**config.mk**
```make
export PLATFORM = sky130hd
export DESIGN_NAME = pipe_flow_ctrl
export DESIGN_NICKNAME = d
export VERILOG_FILES = /design/src/rtl/pipeline_pkg.sv /design/src/rtl/pfc_prio_enc.sv /design/src/rtl/pipe_flow_ctrl.sv
export SDC_FILE = /design/constraint.sdc
export NUM_CORES = 1
export LEC_CHECK = 0
export BUFFER_PORTS_ARGS = -buffer_cell sky130_fd_sc_hd__buf_2
export CAP_MARGIN = 20
export CORE_UTILIZATION = 44
export CTS_CLUSTER_DIAMETER = 40
export DETAILED_ROUTE_END_ITERATION = 10
export PLACE_DENSITY = 0.76
export SYNTH_ARGS = -nofsm -noshare
export SYNTH_HDL_FRONTEND = slang
export SYNTH_SLANG_ARGS = --single-unit
export TNS_END_PERCENT = 50
```
**constraint.sdc**
```tcl
create_clock -name clk -period 1.78 [get_ports clk]
set_clock_uncertainty 0.1 [all_clocks]
set_input_delay 0.356 -clock clk [delete_from_list [all_inputs] [get_ports clk]]
set_output_delay 0.356 -clock clk [all_outputs]
set_load 0.01 [all_outputs]
```
**src/rtl/pipeline_pkg.sv**
```systemverilog
// ---------------------------------------------------------------------------
// pipeline_pkg
// Shared types and constants for the pipeline flow controller.
//   pfc_state_t   : controller FSM states (IDLE, MD_BUSY, INT_TAKE)
//   PFC_*_DEF     : default parameter values (interrupt count, mul/div latency,
//                   busy counter width)
//   pfc_idx_w()   : width of an index into an N-entry vector (minimum 1 bit)
// ---------------------------------------------------------------------------
package pipeline_pkg;

    typedef enum logic [1:0] {
        IDLE     = 2'd0,
        MD_BUSY  = 2'd1,
        INT_TAKE = 2'd2
    } pfc_state_t;

    localparam int PFC_NUM_IRQ_DEF = 6;
    localparam int PFC_MUL_LAT_DEF = 5;
    localparam int PFC_DIV_LAT_DEF = 10;
    localparam int PFC_CNT_W_DEF   = 5;

    // A single-entry vector still needs a 1-bit index port.
    function automatic int pfc_idx_w(input int n);
        return (n > 1) ? $clog2(n) : 1;
    endfunction

endpackage

```
**src/rtl/pfc_prio_enc.sv**
```systemverilog
// ---------------------------------------------------------------------------
// pfc_prio_enc
// Combinational lowest-index-wins priority encoder.
// Parameters:
//   NUM_IRQ : number of request lines (1..32)
// Ports:
//   req  in  [NUM_IRQ-1:0]        request vector
//   any  out                      at least one request set
//   idx  out [pfc_idx_w(NUM_IRQ)] index of the lowest set request (0 if none)
// ---------------------------------------------------------------------------
module pfc_prio_enc
    import pipeline_pkg::*;
#(
    parameter int NUM_IRQ = PFC_NUM_IRQ_DEF
) (
    input  logic [NUM_IRQ-1:0]            req,
    output logic                          any,
    output logic [pfc_idx_w(NUM_IRQ)-1:0] idx
);

    localparam int IDX_W = pfc_idx_w(NUM_IRQ);

    // below[i] is set when some request with index < i is active; the winner
    // is the only set request whose below bit is clear.
    logic [NUM_IRQ:0]   below;
    logic [NUM_IRQ-1:0] onehot;

    assign below[0] = 1'b0;

    genvar gi;
    generate
        for (gi = 0; gi < NUM_IRQ; gi++) begin : g_chain
            assign onehot[gi]    = req[gi] & ~below[gi];
            assign below[gi + 1] = below[gi] | req[gi];
        end
    endgenerate

    assign any = below[NUM_IRQ];

    // onehot has at most one bit set, so OR-ing the indices is exact.
    always_comb begin
        idx = '0;
        for (int i = 0; i < NUM_IRQ; i++) begin
            if (onehot[i]) begin
                idx = idx | IDX_W'(i);
            end
        end
    end

endmodule

```
**src/rtl/pipe_flow_ctrl.sv**
```systemverilog
// ---------------------------------------------------------------------------
// pipe_flow_ctrl
// Pipeline flow controller: load-use / multiply-divide stalls, multi-cycle
// mul/div busy tracking and external interrupt acceptance.
//
// Configuration macro:
//   PFC_IRQ_EDGE_EN  defined   -> irq lines are edge-captured into sticky
//                                 pending bits, cleared when taken
//                    undefined -> pending follows irq directly (level mode)
//
// Parameters: NUM_IRQ (1..32), MUL_LAT (>=2), DIV_LAT (>=2), CNT_W (busy
//             counter width, must hold max(MUL_LAT,DIV_LAT)-1)
// Ports:
//   clk            in   rising-edge clock
//   reset          in   asynchronous active-low reset
//   irq            in   [NUM_IRQ] external interrupt lines
//   irq_mask       in   [NUM_IRQ] per-line enable (1 = enabled)
//   exl            in   exception level, blocks acceptance
//   uncertain_jump in   ID holds a branch / register jump
//   load_use       in   load-use hazard in ID
//   md_start       in   ID holds mult/multu/div/divu
//   md_is_div      in   qualifies md_start, 1 = divide
//   md_access      in   ID holds mfhi/mflo/mthi/mtlo
//   pipeline_stall out  hold IF/ID, bubble EX
//   pc_write       out  PC update enable
//   id_flush       out  bubble into ID/EX
//   if_flush       out  flush IF/ID on interrupt entry
//   int_req        out  one-cycle interrupt entry pulse
//   int_cause      out  index of last accepted line
//   md_busy        out  multiply/divide in flight
// ---------------------------------------------------------------------------
module pipe_flow_ctrl
    import pipeline_pkg::*;
#(
    parameter int NUM_IRQ = PFC_NUM_IRQ_DEF,
    parameter int MUL_LAT = PFC_MUL_LAT_DEF,
    parameter int DIV_LAT = PFC_DIV_LAT_DEF,
    parameter int CNT_W   = PFC_CNT_W_DEF
) (
    input  logic                          clk,
    input  logic                          reset,
    input  logic [NUM_IRQ-1:0]            irq,
    input  logic [NUM_IRQ-1:0]            irq_mask,
    input  logic                          exl,
    input  logic                          uncertain_jump,
    input  logic                          load_use,
    input  logic                          md_start,
    input  logic                          md_is_div,
    input  logic                          md_access,
    output logic                          pipeline_stall,
    output logic                          pc_write,
    output logic                          id_flush,
    output logic                          if_flush,
    output logic                          int_req,
    output logic [pfc_idx_w(NUM_IRQ)-1:0] int_cause,
    output logic                          md_busy
);

    localparam int IDX_W = pfc_idx_w(NUM_IRQ);

    // Counter reload values: the busy state lasts count+1 cycles.
    localparam logic [CNT_W-1:0] MUL_CNT = CNT_W'(MUL_LAT - 1);
    localparam logic [CNT_W-1:0] DIV_CNT = CNT_W'(DIV_LAT - 1);

    pfc_state_t         state_reg, state_next;
    logic [CNT_W-1:0]   count_reg, count_next;
    logic [IDX_W-1:0]   cause_reg, cause_next;

    logic [NUM_IRQ-1:0] pending;
    logic [NUM_IRQ-1:0] eligible;
    logic               elig_any;
    logic [IDX_W-1:0]   elig_idx;
    logic               md_go;
    logic               accept;

    // -----------------------------------------------------------------------
    // Pending interrupt source
    // -----------------------------------------------------------------------
`ifdef PFC_IRQ_EDGE_EN
    logic [NUM_IRQ-1:0] irq_prev_reg;
    logic [NUM_IRQ-1:0] pending_reg, pending_next;
    logic [NUM_IRQ-1:0] irq_rise;
    logic [NUM_IRQ-1:0] clr_mask;

    assign irq_rise = irq & ~irq_prev_reg;

    // The bit being serviced is cleared during the int_req cycle.
    genvar gi;
    generate
        for (gi = 0; gi < NUM_IRQ; gi++) begin : g_clr
            assign clr_mask[gi] = int_req && (cause_reg == IDX_W'(gi));
        end
    endgenerate

    // A fresh edge wins over a clear of the same bit.
    assign pending_next = (pending_reg & ~clr_mask) | irq_rise;

    always_ff @(posedge clk or negedge reset) begin
        if (!reset) begin
            irq_prev_reg <= '0;
            pending_reg  <= '0;
        end else begin
            irq_prev_reg <= irq;
            pending_reg  <= pending_next;
        end
    end

    // The edge seen this cycle is already eligible, so edge mode takes an
    // interrupt with the same one-cycle latency as level mode.
    assign pending = pending_reg | irq_rise;
`else
    assign pending = irq;
`endif

    assign eligible = pending & irq_mask;

    pfc_prio_enc #(
        .NUM_IRQ (NUM_IRQ)
    ) u_prio_enc (
        .req (eligible),
        .any (elig_any),
        .idx (elig_idx)
    );

    // -----------------------------------------------------------------------
    // FSM: state register
    // -----------------------------------------------------------------------
    always_ff @(posedge clk or negedge reset) begin
        if (!reset) begin
            state_reg <= IDLE;
            count_reg <= '0;
            cause_reg <= '0;
        end else begin
            state_reg <= state_next;
            count_reg <= count_next;
            cause_reg <= cause_next;
        end
    end

    // Launch/accept qualifiers. md_start has priority over an interrupt in
    // the same cycle; the interrupt simply stays eligible.
    assign md_go  = (state_reg == IDLE) && md_start && !pipeline_stall;
    assign accept = (state_reg == IDLE) && elig_any && !exl &&
                    !uncertain_jump && !load_use && !md_start;

    // -----------------------------------------------------------------------
    // FSM: next-state logic
    // -----------------------------------------------------------------------
    always_comb begin
        state_next = state_reg;
        count_next = count_reg;
        cause_next = cause_reg;
        case (state_reg)
            IDLE: begin
                if (md_go) begin
                    state_next = MD_BUSY;
                    count_next = md_is_div ? DIV_CNT : MUL_CNT;
                end else if (accept) begin
                    state_next = INT_TAKE;
                    cause_next = elig_idx;
                end
            end
            MD_BUSY: begin
                if (count_reg == '0) begin
                    state_next = IDLE;
                end else begin
                    count_next = count_reg - CNT_W'(1);
                end
            end
            INT_TAKE: begin
                state_next = IDLE;
            end
            default: begin
                state_next = IDLE;
            end
        endcase
    end

    // -----------------------------------------------------------------------
    // FSM: outputs
    // -----------------------------------------------------------------------
    always_comb begin
        md_busy        = (state_reg == MD_BUSY);
        int_req        = (state_reg == INT_TAKE);
        if_flush       = (state_reg == INT_TAKE);
        pipeline_stall = load_use | (md_busy & (md_start | md_access));
        pc_write       = !pipeline_stall;
        id_flush       = pipeline_stall;
    end

    assign int_cause = cause_reg;

endmodule

```
==> summary.md <==
| Metric | Value |
|---|---|
| Worst EP required | ~1.3 ns |
| Detailed Route Iter0 Violations | 20 |
| DP HPWL | ~1.1 mm |
| Status | complete, no violations |
| RSZ-0062 raised after global routing | true |
| Simple-gate share of the synthesized area | 0.264 |
| Synth-to-Final Area Change | 38.6% |
| Critical Path Sink Type | primary output |
| Worst slew margin | 0.793 |
| Fin crit share | 0.979 |
| Final setup vio count | 0 |
| Max reg flops | 5 |
| Total Routed Length | between 1 and 1.5 mm |
| Synth Warn # | 0 |
| Worst endpoint data arrival time | around 1.3 ns |
| Die area | between 0.0015 and 0.002 mm^2 |
| Synthesized flop and latch total | 10 |
| # rows | 13 |
| Crit start category | flop |
| Crit Path Category | flop to primary output |
| PD cells | ~1300 mW/mm^2 |
| Clock tree buffer depth | 2 |
| Die width | about 40 um |
| Max-cap violations | 0 |
| Post-route ant nets | 0 |
| Layout cell share with drive strength beyond 1 | 0.425 |
| Tmin final | ~1.7 ns |
| Post-Synth XOR/XNOR Area | 0 |
| Worst Tran Pin Value | 0.310 ns |
| Fin Hold WS | around 0.29 ns |
| Worst skew pair latency | between 0.2 and 0.3 ns |
| CTS clk-pin slew, worst paths | about 0.060 ns |
| Core Footprint | 0.00133 mm^2 |
| P_leak | approximately 0.46 nW |
| Mean Syn Cell Area | just over 9 um^2 |
| DP Cell Count | about 110 |
| IO buf count | 28 |
| Vias in the first global route | between 400 and 500 |
| Final hold violations | 0 |
| DR vias/cell | ~5.4 |
| Gr ovfl total | 0 |
| Mux cell area share after synthesis | 0.0311 |
| Fmax | ~570 MHz |
| Htree depth | 1 |
| Post-Synthesis Cells | between 60 and 70 |
| Ant. Diodes | 0 |
| Final std cell area, no fill | between 800 and 900 um^2 |
| Commonest cells after routing, fill and taps aside | buf_2, dfrtp_1, nand2_1, nor2_1 |
| Largest net degree at the start of global routing | 11 |
| Initial Util | 0.483 |
| CTS tree | done |
| Syn Nets | between 90 and 100 |
| Placed Instance Area | 818 um^2 |
| Wirelength per Cell | around 12 um |
| Commonest non-fill, non-tap cell in the layout | buf_2 |
| Pre-antenna DRT Iters | 4 |
| Layout Nets | between 100 and 150 |
| Yosys cell types | 30 |
| Crit path max fanout | 4 |
| Largest family of logic cells by synthesized area | simple AND/OR/NAND/NOR gates |
| Chip height | around 40 um |
| Worst VDD drop | 0.770 mV |
| Setup TNS Final | 0 ns |
| Finished Layout Cells | ~120 |
| Antenna violations before repair | 0 |
| Synth Cell Area | around 640 um^2 |
| Clock root cell | clkbuf_4 |
| CTS Sinks | 10 |
| Max Transition Viols Final | 0 |
| Post-Synth Adder-Cell Area | 0.0388 |
| Global Route Usage Sum | 0.183 |
| HP Class | primary input to flop |
| RePlAce Congestion | roughly 0.70 |
| Vias | 649 |
| Synth Area in Compound Gates | 0.219 |
| First-pass GRT wire length | approximately 1.9 mm |
| DRC Markers | 0 |
| Total CTS buffers | 3 |
| Sequential area share after synthesis | 0.388 |
| I/O pin cnt | 29 |
power breakdown:
| part | internal [mW] | switching, mW |
|---|---|---|
| Sequential | 0.328 | 0.0913 |
| Combinational | 0.330 | 0.296 |
| Clock | 0.0773 | 0.0641 |
| Total | 0.735 | 0.452 |
through the flow:
| step | power, mW | setup WS (ns) | util |
|---|---|---|---|
| finish | 1.19 | 0.0379 | 0.670 |
| global route | 1.29 | -0.0313 | 0.670 |
| CTS | 1.13 | 0.0321 | 0.649 |
| detailed placement | 0.943 | 0.139 | 0.614 |
| global placement | 0.926 | 0.143 | 0.614 |
| floorplan | 0.757 | 0.135 | - |
synthesized netlist by cell type:
| cell | instances | area share |
|---|---|---|
| o21a_2 | 1 | 0.014 |
| mux2i_1 | 2 | 0.031 |
| and2_1 | 2 | 0.019 |
| or2_1 | 1 | 0.0097 |
| nor2b_1 | 1 | 0.0097 |
| nand2b_1 | 2 | 0.019 |
| ha_1 | 2 | 0.039 |
| nor3_1 | 1 | 0.0078 |
| o311ai_1 | 1 | 0.014 |
| o21ai_0 | 1 | 0.0078 |
| or4_4 | 1 | 0.017 |
| inv_1 | 6 | 0.035 |
| nor4b_2 | 1 | 0.023 |
| buf_4 | 2 | 0.023 |
| a221oi_1 | 1 | 0.014 |
| a22o_1 | 1 | 0.014 |
| a32o_1 | 3 | 0.047 |
| nand3_1 | 1 | 0.0078 |
| a21oi_1 | 3 | 0.023 |
| a22oi_1 | 3 | 0.035 |
| and2b_2 | 1 | 0.014 |
| dfrtp_1 | 10 | 0.39 |
| nor3_4 | 1 | 0.025 |
| nand3b_1 | 1 | 0.012 |
| a2bb2oi_2 | 1 | 0.023 |
| nand2_1 | 8 | 0.047 |
| o32ai_1 | 1 | 0.014 |
| or4_1 | 1 | 0.012 |
| o21ai_1 | 2 | 0.016 |
| nor2_1 | 7 | 0.041 |
worst max-delay path, stage by stage, from the launching register on:
cell	delay, ns
dfrtp_1	0.40
buf_6	0.14
nand2b_4	0.06
nor2_1	0.03
or2_1	0.24
inv_1	0.05
buf_2	0.11
what timing repair did:
| item | 4_1_cts | 5_1_grt |
|---|---|---|
| pin swaps | 0 | 5 |
| cloned | 0 | 0 |
| setup endpoints to repair | 3 | 4 |
| hold endpoints to repair | 10 | 0 |
| resized for setup | 1 | 2 |
| buffers inserted | 1 | 2 |
| hold buffers | 1 | 0 |
per-layer routing:
layer / wire, um / GRT usage / vias to the layer above
met1: 641 / 0.243 / 292
met2: 701 / 0.290 / 28
li1: - / - / 329
met5: 0 / 0 / -
met3: 91 / 0.0389 / 0
met4: 0 / 0.0750 / 0
cell families (layout without fill, tap and decap cells):
family | Yosys count | after routing
and+or+nand+nor | 29 | 29
AOI/OAI and AO/OA | 18 | 18
DFF | 10 | 10
buffers and inverters | 8 | 45
adders and majority gates | 2 | 2
muxes | 2 | 2
path summary, 6_finish.rpt:
kind                                          start                  endpoint  slack, ns  depth (start not counted)
max reg2reg                state_reg[0]$_DFFE_PN0P_  int_cause[1]$_DFFE_PN0P_       0.08                          5
max                        state_reg[0]$_DFFE_PN0P_                  pc_write       0.04                          6
min reg2reg                int_cause[1]$_DFFE_PN0P_  int_cause[1]$_DFFE_PN0P_       0.42                          1
min                                       md_is_div  count_reg[3]$_DFFE_PN0P_       0.29                          3
min in group asynchronous                     reset  int_cause[0]$_DFFE_PN0P_       0.38                          2
max in group asynchronous                     reset  count_reg[1]$_DFFE_PN0P_       1.01                          2
layout make-up:
class | instances | area, um^2
Multi-Input combinational cell | 51 | 373
Sequential cell | 10 | 250
Fill cell | 112 | 440
Timing Repair Buffer | 36 | 206
Inverter | 6 | 22.5
Tap cell | 15 | 18.8
Clock buffer | 3 | 22.5
Power figures use the tool's default switching activity.
